[src/rtl/vgpr_wr_port_arbiter.sv]
// vgpr_wr_port_arbiter: 9-way round-robin VGPR write-port arbiter with registered one-hot select
module vgpr_wr_port_arbiter (
  input  logic        clk,
  input  logic        rst,
  input  logic [8:0]  req,
  input  logic        stall,
  output logic [15:0] wr_port_select,
  output logic [8:0]  gnt,
  output logic [3:0]  last_port,
  output logic [15:0] gnt_count
);
  logic [3:0] ptr;
  logic [8:0] elig;
  logic       found;
  logic [3:0] win;
  logic [4:0] sum;
  logic [3:0] idx;
  assign gnt = wr_port_select[8:0];
  // Pick the first eligible port scanning from ptr with wrap at 9; the port just granted sits out one cycle
  always_comb begin
    elig = req & ~gnt;
    found = 1'b0;
    win = 4'd0;
    sum = 5'd0;
    idx = 4'd0;
    for (int i = 8; i >= 0; i--) begin
      sum = {1'b0, ptr} + 5'(i);
      idx = (sum >= 5'd9) ? 4'(sum - 5'd9) : sum[3:0];
      if (elig[idx]) begin
        found = 1'b1;
        win = idx;
      end
    end
  end
  // Register the grant and advance pointer, last winner and grant count; idle or stalled cycles hold state
  always_ff @(posedge clk or negedge rst) begin
    if (!rst) begin
      wr_port_select <= 16'h0000;
      ptr <= 4'd0;
      last_port <= 4'd0;
      gnt_count <= 16'h0000;
    end else if (!stall && found) begin
      wr_port_select <= 16'(1) << win;
      ptr <= (win == 4'd8) ? 4'd0 : win + 4'd1;
      last_port <= win;
      gnt_count <= gnt_count + 16'd1;
    end else begin
      wr_port_select <= 16'h0000;
    end
  end
endmodule

[config.mk]
export PLATFORM = sky130hd
export DESIGN_NAME = vgpr_wr_port_arbiter
export DESIGN_NICKNAME = d
export VERILOG_FILES = /design/src/rtl/vgpr_wr_port_arbiter.sv
export SDC_FILE = /design/constraint.sdc
export NUM_CORES = 1
export LEC_CHECK = 0
export ABC_AREA = 1
export CAP_MARGIN = 20
export CORE_MARGIN = 4
export CORE_UTILIZATION = 50
export CTS_BUF_LIST = sky130_fd_sc_hd__clkbuf_8
export DETAILED_ROUTE_END_ITERATION = 8
export PLACE_DENSITY = 0.84
export SYNTH_ARGS = -nofsm -noshare
export SYNTH_HDL_FRONTEND = slang
export SYNTH_SLANG_ARGS = --single-unit
[constraint.sdc]
create_clock -name clk -period 8.3 [get_ports clk]
set_input_delay 1.66 -clock clk [delete_from_list [all_inputs] [get_ports clk]]
set_output_delay 1.66 -clock clk [all_outputs]
set_load 0.05 [all_outputs]
### Yosys cells after proc, flatten, opt, wreduce, memory -nomap -nowiden

Index checks and enable logic that the tools add are counted.

* flip-flop bits (word level): 40
* logic and storage cells: 94

* eq/ne operators: 1
* add/subtract/negate cells: 19
* shifts and indexed selects: 1
* multiplexer cells: 47
* bitwise gates (word level): 2
* reduce and logical (&&, ||, !) cells: 2
* order comparisons: 18

Operator list (count)
* $mux W4: 19
* $lt A4 B5 Y1 const B: 9
* $ge A5 B4 Y1 const B: 8
* $bmux W1 S4: 9
* $sub A4 B4 Y4 const B: 9
* $add A4 B3 Y5 const B: 4
* $mux W1: 18
* $add A16 B1 Y16 const B: 1
* $mux W16: 1
* $shl A1 B4 Y16 const A: 1
* $add A4 B2 Y5 const B: 2
* $and A9 B9 Y9: 1
* $not A9 Y9: 1
* $add A4 B1 Y5 const B: 1
* $add A4 B4 Y5 const B: 1
* $add A4 B1 Y4 const B: 1
* $eq A4 B4 Y1 const B: 1
* $ge A4 B4 Y1 const B: 1
* $logic_and A1 B1 Y1: 1
* $logic_not A1 Y1: 1

### Depth between registers and ports, before layout

Gate-level depths: netlist of the first run.

* word-level depth: 16
* gate-level depth with buffers: 33

### Worst setup path after synthesis of the first run

Ideal clock, no wire load.

* path kind: input-to-reg
* start: input port req[5]
* end: register ptr[2]
* setup slack: 4.594 ns
* arrival time: 3.588 ns
* cell stages on the path: 22
* path through: inv_1 -> nor2_1 -> inv_1 -> nand3_1 -> nand3_1 -> nand3_1 -> nand3_2 -> nand2_2 -> inv_1 -> nand3_1 -> nand2_1 -> nand2_1 -> nand2_1 -> nand2_1 -> nand2_1 -> a21oi_4 -> inv_2 -> nand2_2 -> inv_1 -> ha_1 -> nand3_1 -> nand2_1

* word-level cells in the longest chain between the ends: 14

RTL lines
* start, declared: line 5 `input logic [8:0] req,`
* $and A9 B9 Y9 (*): line 21 `elig = req & ~gnt;`
* $bmux W1 S4: line 29 `if (elig[idx]) begin`
* $mux W1 (not written as such): line 29
* $mux W4 (9 in a row): line 29
* $add A4 B1 Y4 or $eq A4 B4 Y1 (tied branches): line 44 `ptr <= (win == 4'd8) ? 4'd0 : win + 4'd1;`
* $mux W4: line 44
* end signal, assigned: line 44
* end, declared: line 12 `logic [3:0] ptr;`

Every way passes the cells marked *; elsewhere a longest branch is shown, timed or not. The select of a mux whose other input is x is not followed.
A chain may end at the register's enable or synchronous reset.

### Final worst setup path of the first run

* start: register ptr[1]
* end: register ptr[2]

* word-level cells in the longest chain between the ends: 16

RTL lines
* $add A4 B4 Y5: line 27 `sum = {1'b0, ptr} + 5'(i);`
* $sub A4 B4 Y4 or $ge A5 B4 Y1 (tied branches): line 28 `idx = (sum >= 5'd9) ? 4'(sum - 5'd9) : sum[3:0];`
* $mux W4: line 28
* $bmux W1 S4: line 29
* $mux W1 (not written as such): line 29
* $mux W4 (9 in a row): line 29
* $add A4 B1 Y4 or $eq A4 B4 Y1 (tied branches): line 44
* $mux W4: line 44

Several ways; a longest one is shown, not always the timed one. The select of a mux whose other input is x is not followed.

==> results of run 1 <==
sequential cells by signal, summed over array words and instances (netlist names):
| name | cells |
|---|---|
| gnt_count | 16 |
| wr_port_select | 16 |
| last_port | 4 |
| ptr | 4 |
Yosys cell counts, drive strengths merged:
master,number,share of area (%)
dfrtp,40,23
nand3b,3,0.52
a31oi,1,0.14
and2,2,0.29
inv,88,7.8
buf,20,3.6
o211ai,17,2.9
nor4,1,0.14
conb,1,0.086
a31o,2,0.40
xor2,20,5.1
o21ai,49,6.0
o21bai,2,0.43
xnor2,5,1.0
nor2,53,4.9
a21oi,13,2.0
nand4,7,1.0
nand2,220,21
nor3,12,1.8
nand3,94,12
ha,21,6.0
through the flow:
stage | utilization [%] | hold slack [ps] | std cells
after floorplan | - | 618.4 | 676
after global placement | 58.84 | 483.5 | 818
after detailed placement | 58.84 | 489.9 | 818
after CTS | 59.77 | 511.1 | 825
after global routing | 59.77 | 557.5 | 825
final | 59.77 | 503.0 | 825
cells by family (layout without fill, tap and decap cells):
group                    after synthesis  in the layout  synth area share, %
flip-flops                            40             40                23.00
buffers and inverters                108            152                11.39
XOR/XNOR                              25             25                6.153
AO/OA/AOI/OAI                         84             84                11.90
adder cells (fa/ha/maj)               21             21                6.038
other                                  1              6              0.08617
AND/OR/NAND/NOR                      392            392                41.43
routing by layer:
metal	up-vias	track usage (%)	wire [µm]
met4	0	5.828	204
met1	2150	36.65	5805
met5	-	0	0
met3	27	3.994	1151
li1	2239	-	-
met2	233	42.30	5986
final cells by class:
type / instances / area, µm² / area share, %
clock buffers: 5 / 68.82 / 1.381
clock inverters: 2 / 8.758 / 0.1757
inverters: 88 / 337.8 / 6.777
multi-input cells: 528 / 2874 / 57.66
flip-flops and latches: 40 / 1001 / 20.08
well taps: 105 / 131.4 / 2.636
repair buffers: 57 / 563.0 / 11.30
worst register-to-register path, stage by stage (launching register included):
cell and delay, ps:
dfrtp_1 690, inv_1 370, ha_1 350, ha_1 320, nand2_1 90, and2_1 150
nand2_2 110, o21ai_0 490, inv_1 160, nor3_1 170, nand3_1 140, nand2_2 150
inv_1 90, nand3_1 100, nand2_1 80, nand2_1 70, nand2_1 50, nand2_1 80
nand2_1 90, a21oi_4 250, inv_2 100, nand2_2 110, inv_1 50, ha_1 290
nand3_1 100, nand2_1 50
worst paths after layout:
check	from	slack [ps]	end	cells past startpoint
max	ptr[1]	3490	ptr[2]	25
min	last_port[3]	500	last_port[3]	2
max reg2reg	ptr[1]	3490	ptr[2]	25
min reg2reg	last_port[3]	500	last_port[3]	2
max in group asynchronous	rst	6260	gnt_count[0]	1
min in group asynchronous	rst	1480	wr_port_select[0]	1
==> metrics.md, run 1 <==
| Metric | Value |
|---|---|
| Status | finished, final reports clean |
| Largest net degree at the start of global routing | 41 |
| WL per Instance | between 15 and 20 µm |
| # fillers | around 800 |
| DP Area | 4907 µm² |
| Tightest Hold Check Type | register to register |
| IO Count | 57 |
| Reg clk slew, reported paths | 80 ps |
| CP required | 8490 ps |
| Final setup violation count | 0 |
| Hpwl dp | 10,370 µm |
| Via/cell ratio | roughly 5.6 |
| Fmax | ~210 MHz |
| Commonest cells after routing, fill and taps aside | nand2_1, nand3_1, inv_1, clkdlybuf4s50_1, nor2_1 |
| First-pass DRT Iterations | 5 |
| Initial antenna violation count | 0 |
| Crit-path max FO | 14 |
| Yosys warning count | 0 |
| Slew @ Worst Pin | around 880 ps |
| Slew HR | ~40% |
| Vias in the first global route | ~4.4k |
| Horiz. Die Dim | a little over 100 µm |
| Period utilization | between 50 and 60% |
| Die Y | roughly 100 µm |
| Via count | 4,649 |
| Maximum root-to-sink buffer count | 2 |
| Hold Buf Count CTS | 0 |
| Nets@finish | about 750 |
| Fraction of layout cells with a size suffix above 1 | approximately 11% |
| Synth cell types | 38 |
| CP Launch Type | register |
| Critical path buffers and inverters | 5 |
| Cell row count | 33 |
| Seq cells post-synth | 40 |
| Final WS setup | ~3500 ps |
| Starting Density | 52.18% |
| Worst path max stage delay | between 600 and 700 ps |
| Setup crit end kind | register |
| All-Layer GR Usage | between 20% and 30% |
| Final hold vios | 0 |
| Slew Limit Fails | 0 |
| Seq/Total Area, Yosys | 23.00% |
| CTS tree | yes |
| TNS Setup | 0 ps |
| Pre-CTS setup slack | approximately 3300 ps |
| Quantity of gates resized following cts | 0 |
| Gate Count Post-Synth | 671 |
| CP most frequent cell | nand2_1 |
| Iter 0 DRT Violations | ~330 |
| Max Clock Skew | around 6.3 ps |
| Setup bufs post-CTS | 0 |
| GP Congestion | slightly above 1 |
| Max_cap viols | 0 |
| Critical path's slowest cell | dfrtp_1 |
| Fin crit period | around 4800 ps |
| Post-Synthesis Cell Area | 4352 µm² |
| # port buffers | 56 |
| Top Family by Delay on Critical Path | simple AND/OR/NAND/NOR gates |
| Worst skew pair latency | between 200 and 300 ps |
| CTS Sinks | 40 |
| Crit Path Class | register to register |
| Remaining routing DRC violations | 0 |
| Global-route wire length before repair | 21,520 µm |
| Drt total wl | ~13,000 µm |
| Cell area after layout | around 5000 µm² |
| CTS root buf | clkbuf_8 |
| Die area | 10,260 µm² |
| Core footprint | between 8000 and 9000 µm² |
| Syn avg cell area | 6.485 µm² |
| Total grt overflow | 0 |
| Post-route antenna net violation count | 0 |
| RSZ-0062 raised after global routing | no |
| Layout area overhead | 14.55% |
| Antenna diodes | 0 |
| TritonCTS Buffers | 5 |
| Most common cell after layout, fill and taps aside | nand2_1 |
| Arr. time, crit path | ~5000 ps |
| Htree depth | 2 |
Power of run 1 is not shown: default switching activity piles up to over one toggle a cycle in this logic, so the estimate is an artifact.
==> run 2, diff against run 1 <==
--- a/config.mk
+++ b/config.mk
@@ -11,7 +11,7 @@
 export CORE_UTILIZATION = 50
 export CTS_BUF_LIST = sky130_fd_sc_hd__clkbuf_8
 export DETAILED_ROUTE_END_ITERATION = 8
-export PLACE_DENSITY = 0.84
+export PLACE_DENSITY = 0.87
 export SYNTH_ARGS = -nofsm -noshare
 export SYNTH_HDL_FRONTEND = slang
 export SYNTH_SLANG_ARGS = --single-unit
==> constraint.sdc (replaced) <==
create_clock -name clk -period 4.29 [get_ports clk]
set_input_delay 0.858 -clock clk [delete_from_list [all_inputs] [get_ports clk]]
set_output_delay 0.858 -clock clk [all_outputs]
set_load 0.05 [all_outputs]
==> run 2 against run 1 <==
Net effect: non-clock buffer count grew 17; clock-buffer cell count grew 1; core utilization grew 1.8 points; global-route usage rose by 2.2 points; cell count rose by 2.2%; critical path type unchanged; first-iteration DRC count is 21% higher; sequential share of layout area is 0.57 points lower; wire length is 7.7% higher; critical path depth up 3; sequential cell count did not move.
==> metrics.md, run 2 (synthesis gave the netlist of run 1 again) <==
| Metric | Value |
|---|---|
| First-pass DRT Iterations | 5 |
| Hold Buf Count CTS | 0 |
| Status | finished, final reports clean |
| Slew @ Worst Pin | about 890 ps |
| Initial antenna violation count | 0 |
| Die area | roughly 10,000 µm² |
| Remaining routing DRC violations | 0 |
| Vias in the first global route | ~4.5k |
| Smallest hold slack | slightly above 500 ps |
| CTS root buf | clkbuf_8 |
| Maximum root-to-sink buffer count | 2 |
| Final cell count without fillers | around 840 |
| Post-Place Cells | 835 |
| Post-route antenna net violation count | 0 |
| Slew HR | between 40 and 50% |
| Largest net degree at the start of global routing | slightly above 40 |
| Core footprint | between 8000 and 9000 µm² |
| Max_cap viols | 0 |
| Cell area after layout | slightly above 5000 µm² |
| Met3 GRT Util | around 5.4% |
| Fin crit period | slightly below 4000 ps |
| Most common cell after layout, fill and taps aside | nand2_1 |
| Slew Limit Fails | 0 |
| Htree depth | 2 |
| Cell row count | 33 |
| Final hold vios | 0 |
| Global-route wire length before repair | between 20,000 and 25,000 µm |
| All-Layer GR Usage | between 20% and 30% |
| Horiz. Die Dim | 101.3 µm |
| Tightest Hold Check Type | register to register |
| DP Area | between 5000 and 6000 µm² |
| Iter 0 DRT Violations | around 400 |
| Arr. time, crit path | between 4000 and 5000 ps |
| RSZ-0062 raised after global routing | no |
| Via count | about 4.7k |
| Layout area overhead | 18.06% |
| CP required | between 4000 and 5000 ps |
| IO Count | 57 |
| Total grt overflow | 0 |
| Crit-path max FO | 8 |
| Worst path max stage delay | roughly 380 ps |
| Period utilization | 90.77% |
| Crit Path Class | register to register |
| Met2 usage | approximately 48% |
| Max Clock Skew | around 8.5 ps |
| Nets@finish | 770 |
| Final setup violation count | 0 |
| Reg clk slew, reported paths | ~80 ps |
| Starting Density | ~52% |
| TritonCTS Buffers | 5 |
| Hpwl dp | about 11,000 µm |
| Commonest cells after routing, fill and taps aside | nand2_1, nand3_1, inv_1, clkdlybuf4s50_1, nor2_1 |
| Setup crit end kind | register |
| GP Congestion | between 1 and 1.5 |
| CP Launch Type | register |
| Gr busiest metal | met2 |
| # port buffers | 56 |
| TNS Setup | 0 ps |
| Via/cell ratio | 5.566 |
| Drt total wl | ~14,000 µm |
| WL per Instance | between 15 and 20 µm |
| Largest regs | gnt_count (16), wr_port_select (16) |
| CP most frequent cell | nand2_1 |
| Worst skew pair latency | a little under 300 ps |
| CTS tree | yes |
| Antenna diodes | 0 |
| CTS Sinks | 40 |
| Met1 Usage GRT | 36.68% |
| Critical path's slowest cell | dfrtp_1 |
| Die Y | slightly above 100 µm |
| Fmax | roughly 260 MHz |
| Fraction of layout cells with a size suffix above 1 | a little over an eighth |
run 2: path summary, 6_finish.rpt:
path / from / end / slack, ps / cells past startpoint
setup / recovery: ptr[1] / ptr[2] / 400 / 28
hold / removal: gnt_count[3] / gnt_count[3] / 510 / 1
setup reg to reg: ptr[1] / ptr[2] / 400 / 28
hold reg to reg: gnt_count[3] / gnt_count[3] / 510 / 1
max in group asynchronous: rst / ptr[2] / 3000 / 1
min in group asynchronous: rst / wr_port_select[1] / 680 / 1
run 2: metal layers:
metal | wire (µm) | share of wire [%] | vias up
met2 | 6967 | 49 | 185
met3 | 1141 | 8.1 | 26
met1 | 5721 | 40 | 2199
met5 | 0 | 0 | -
met4 | 335 | 2.4 | 0
li1 | - | - | 2282
run 2: timing repair:
| action | in CTS | in global routing |
|---|---|---|
| setup endpoints to repair | 0 | 2 |
| buffers inserted | 0 | 0 |
| resized for setup | 0 | 4 |
| hold endpoints to repair | 0 | 0 |
run 2: final cells by class:
| type | count | area (µm²) |
|---|---|---|
| fillers | 770 | 3203 |
| multi-input cells | 528 | 2878 |
| flip-flops and latches | 40 | 1002 |
| repair buffers | 74 | 690.7 |
| inverters | 88 | 337.8 |
| well taps | 105 | 131.4 |
| clock buffers | 6 | 82.58 |
| clock inverters | 2 | 15.01 |
run 2: worst max-delay path: cells and delay by family (launching register included):
kind / cells / cell delay (ps)
adder cells (fa/ha/maj): 3 / 750
buffers and inverters: 4 / 570
AO/OA/AOI/OAI: 1 / 270
flip-flops: 1 / 380
AND/OR/NAND/NOR: 20 / 1810
run 2: through the flow:
step | utilization, % | worst slack, ps
floorplan | - | 807.0
global placement | 60.37 | 392.7
finish | 61.60 | 396.1
global route | 61.60 | 53.99
detailed placement | 60.37 | 369.7
CTS | 61.54 | 319.4
Power of run 2 is left out for the same reason.
==> run 3, diff against run 2 <==
--- a/config.mk
+++ b/config.mk
@@ -11,7 +11,7 @@
 export CORE_UTILIZATION = 50
 export CTS_BUF_LIST = sky130_fd_sc_hd__clkbuf_8
 export DETAILED_ROUTE_END_ITERATION = 8
-export PLACE_DENSITY = 0.87
+export PLACE_DENSITY_LB_ADDON = 0.3
 export SYNTH_ARGS = -nofsm -noshare
 export SYNTH_HDL_FRONTEND = slang
 export SYNTH_SLANG_ARGS = --single-unit
==> constraint.sdc (replaced) <==
create_clock -name clk -period 4.29 [get_ports clk]
set_input_delay 0.858 -clock clk [delete_from_list [all_inputs] [get_ports clk]]
set_output_delay 0.858 -clock clk [all_outputs]
set_load 0.1 [all_outputs]
==> run 3 against run 2 <==
Net effect: register-to-register slack lost 50 ps; wire length is 7.9% lower; core utilization down 0.75 points; global-route usage decreased by 2.3 points; fmax shrank 1.3%; clock skew fell by 0.92 ps; critical path depth down 6; clock-buffer cell count down 1; sequential cell count unchanged; first-iteration DRC count shrank 12%; largest cell class unchanged.
==> metrics.md, run 3 (synthesis gave the netlist of run 1 again) <==
| Metric | Value |
|---|---|
| TritonCTS Buffers | 5 |
| Worst skew pair latency | a little under 300 ps |
| Iter 0 DRT Violations | roughly 350 |
| Maximum root-to-sink buffer count | 2 |
| Largest net degree at the start of global routing | between 40 and 50 |
| Worst Min Path Start | gnt_count[3] |
| Quantity of gates resized following cts | 0 |
| Max_cap viols | 0 |
| Final hold vios | 0 |
| Slew @ Worst Pin | between 1000 and 1500 ps |
| Reg2reg end | ptr[2] |
| Slew Limit Fails | 0 |
| Tightest Hold Check Type | register to register |
| Fin crit period | between 3000 and 4000 ps |
| Crit path cell chain | inv_4 > ha_1 > inv_1 > nand3_1 > nand3_4 > o21ai_0 > inv_1 > o211ai_1 > nand3_1 > nand3_1 > nand2_1 > o21ai_1 > inv_1 > nand2_1 > nand2_1 > a21oi_4 > inv_2 > nand2_2 > inv_1 > ha_1 > nand3_1 > nand2_1 |
| # fillers | 799 |
| Drt total wl | 13,040 µm |
| Nets@finish | 765 |
| Max Clock Skew | around 7.6 ps |
| Vias in the first global route | roughly 4.4k |
| All-Layer GR Usage | 25.91% |
| Most common cell after layout, fill and taps aside | nand2_1 |
| # port buffers | 56 |
| Horiz. Die Dim | roughly 100 µm |
| Critical path's slowest cell | dfrtp_1 |
| Post-route antenna net violation count | 0 |
| Flop-to-flop setup slack | 350 ps |
| Commonest cells after routing, fill and taps aside | nand2_1, nand3_1, inv_1, clkdlybuf4s50_1, nor2_1 |
| Setup crit end kind | register |
| RSZ-0062 raised after global routing | no |
| Min-Delay Endpoint | gnt_count[3] |
| Reg clk slew, reported paths | around 80 ps |
| Slew HR | around a third |
| Hpwl dp | 10,400 µm |
| RR Startpoint | ptr[2] |
| WL per Instance | approximately 16 µm |
| Die area | just over 10,000 µm² |
| Starting Density | 52.18% |
| CTS Sinks | 40 |
| CTS tree | yes |
| Core footprint | between 8000 and 9000 µm² |
| Multi-input logic area | about 2900 µm² |
| Arr. time, crit path | ~4100 ps |
| Final setup violation count | 0 |
| TNS Setup | 0 ps |
| Setup bufs post-CTS | 0 |
| CP required | about 4500 ps |
| Via count | 4,616 |
| Antenna diodes | 0 |
| Hold path depth | 1 |
| Fraction of layout cells with a size suffix above 1 | between 10 and 15% |
| First-pass DRT Iterations | 5 |
| Crit-path max FO | 11 |
| CTS root buf | clkbuf_8 |
| Cell row count | 33 |
| GP Congestion | a little over 1 |
| Remaining routing DRC violations | 0 |
| Sequential Area | approximately 1000 µm² |
| Htree depth | 2 |
| Reg2Reg Depth | 22 |
| Period utilization | 91.94% |
| Status | finished, final reports clean |
| Via/cell ratio | 5.515 |
| Initial antenna violation count | 0 |
| Largest regs | gnt_count (16), wr_port_select (16) |
| Hold Buf Count CTS | 0 |
| Worst path max stage delay | 570 ps |
| IO Count | between 50 and 60 |
| Die Y | ~100 µm |
| CP Launch Type | register |
| Total grt overflow | 0 |
| Crit Path Class | register to register |
| Fmax | around 250 MHz |
| Layout area overhead | 16.62% |
| Global-route wire length before repair | 21,050 µm |
## run 3: cell types whose count changed in the layout (fill, tap and decap cells not counted), sizes merged
cell / change
buf: -5
clkbuf: -1
clkinv: +1
clkinvlp: -2
inv: +1
## run 3: cell type report
| type | instances | area share (%) |
|---|---|---|
| Inverter | 88 | 6.657 |
| Tap cell | 105 | 2.589 |
| Clock inverter | 2 | 0.1726 |
| Clock buffer | 5 | 1.356 |
| Multi-Input combinational cell | 528 | 56.63 |
| Timing Repair Buffer | 69 | 12.87 |
| Sequential cell | 40 | 19.72 |
## run 3: per-stage QoR
| step | cell area (µm²) | hold slack (ps) | utilization (%) | setup slack (ps) | cells |
|---|---|---|---|---|---|
| 4_1_cts | 5075 | 502.9 | 60.85 | 492.1 | 837 |
| 6_report | 5075 | 498.2 | 60.85 | 345.6 | 837 |
| 3_3_place_gp | 4997 | 483.8 | 59.92 | 524.3 | 830 |
| 3_5_place_dp | 4997 | 487.7 | 59.92 | 484.7 | 830 |
| 2_1_floorplan | 4370 | 562.4 | - | 807.0 | 676 |
| 5_1_grt | 5075 | 540.6 | 60.85 | 97.59 | 837 |
## run 3: how the worst max path moves through the flow
stage	endpoint	startpoint	cells past startpoint
after floorplan	ptr[2]	ptr[1]	25
after global placement	ptr[2]	req[8]	23
after detailed placement	ptr[2]	req[8]	23
after CTS	ptr[2]	ptr[0]	25
after global routing	ptr[2]	ptr[3]	25
final	ptr[2]	ptr[2]	22
## run 3: worst max-delay path: cells and delay by family, from the launching register on
kind | cells | cell delay [ps]
buffers and inverters | 6 | 610
DFF | 1 | 570
adders and majority gates | 2 | 660
AOI/OAI and AO/OA | 4 | 940
and+or+nand+nor | 10 | 1030
## run 3: routing by layer
layer / vias up / track usage, % / wire (µm)
li1: 2273 / - / -
met1: 2125 / 36.48 / 5791
met2: 190 / 40.79 / 5873
met3: 28 / 3.512 / 1038
met4: 0 / 8.998 / 338
met5: - / 0 / 0
Power of run 3 is left out for the same reason.
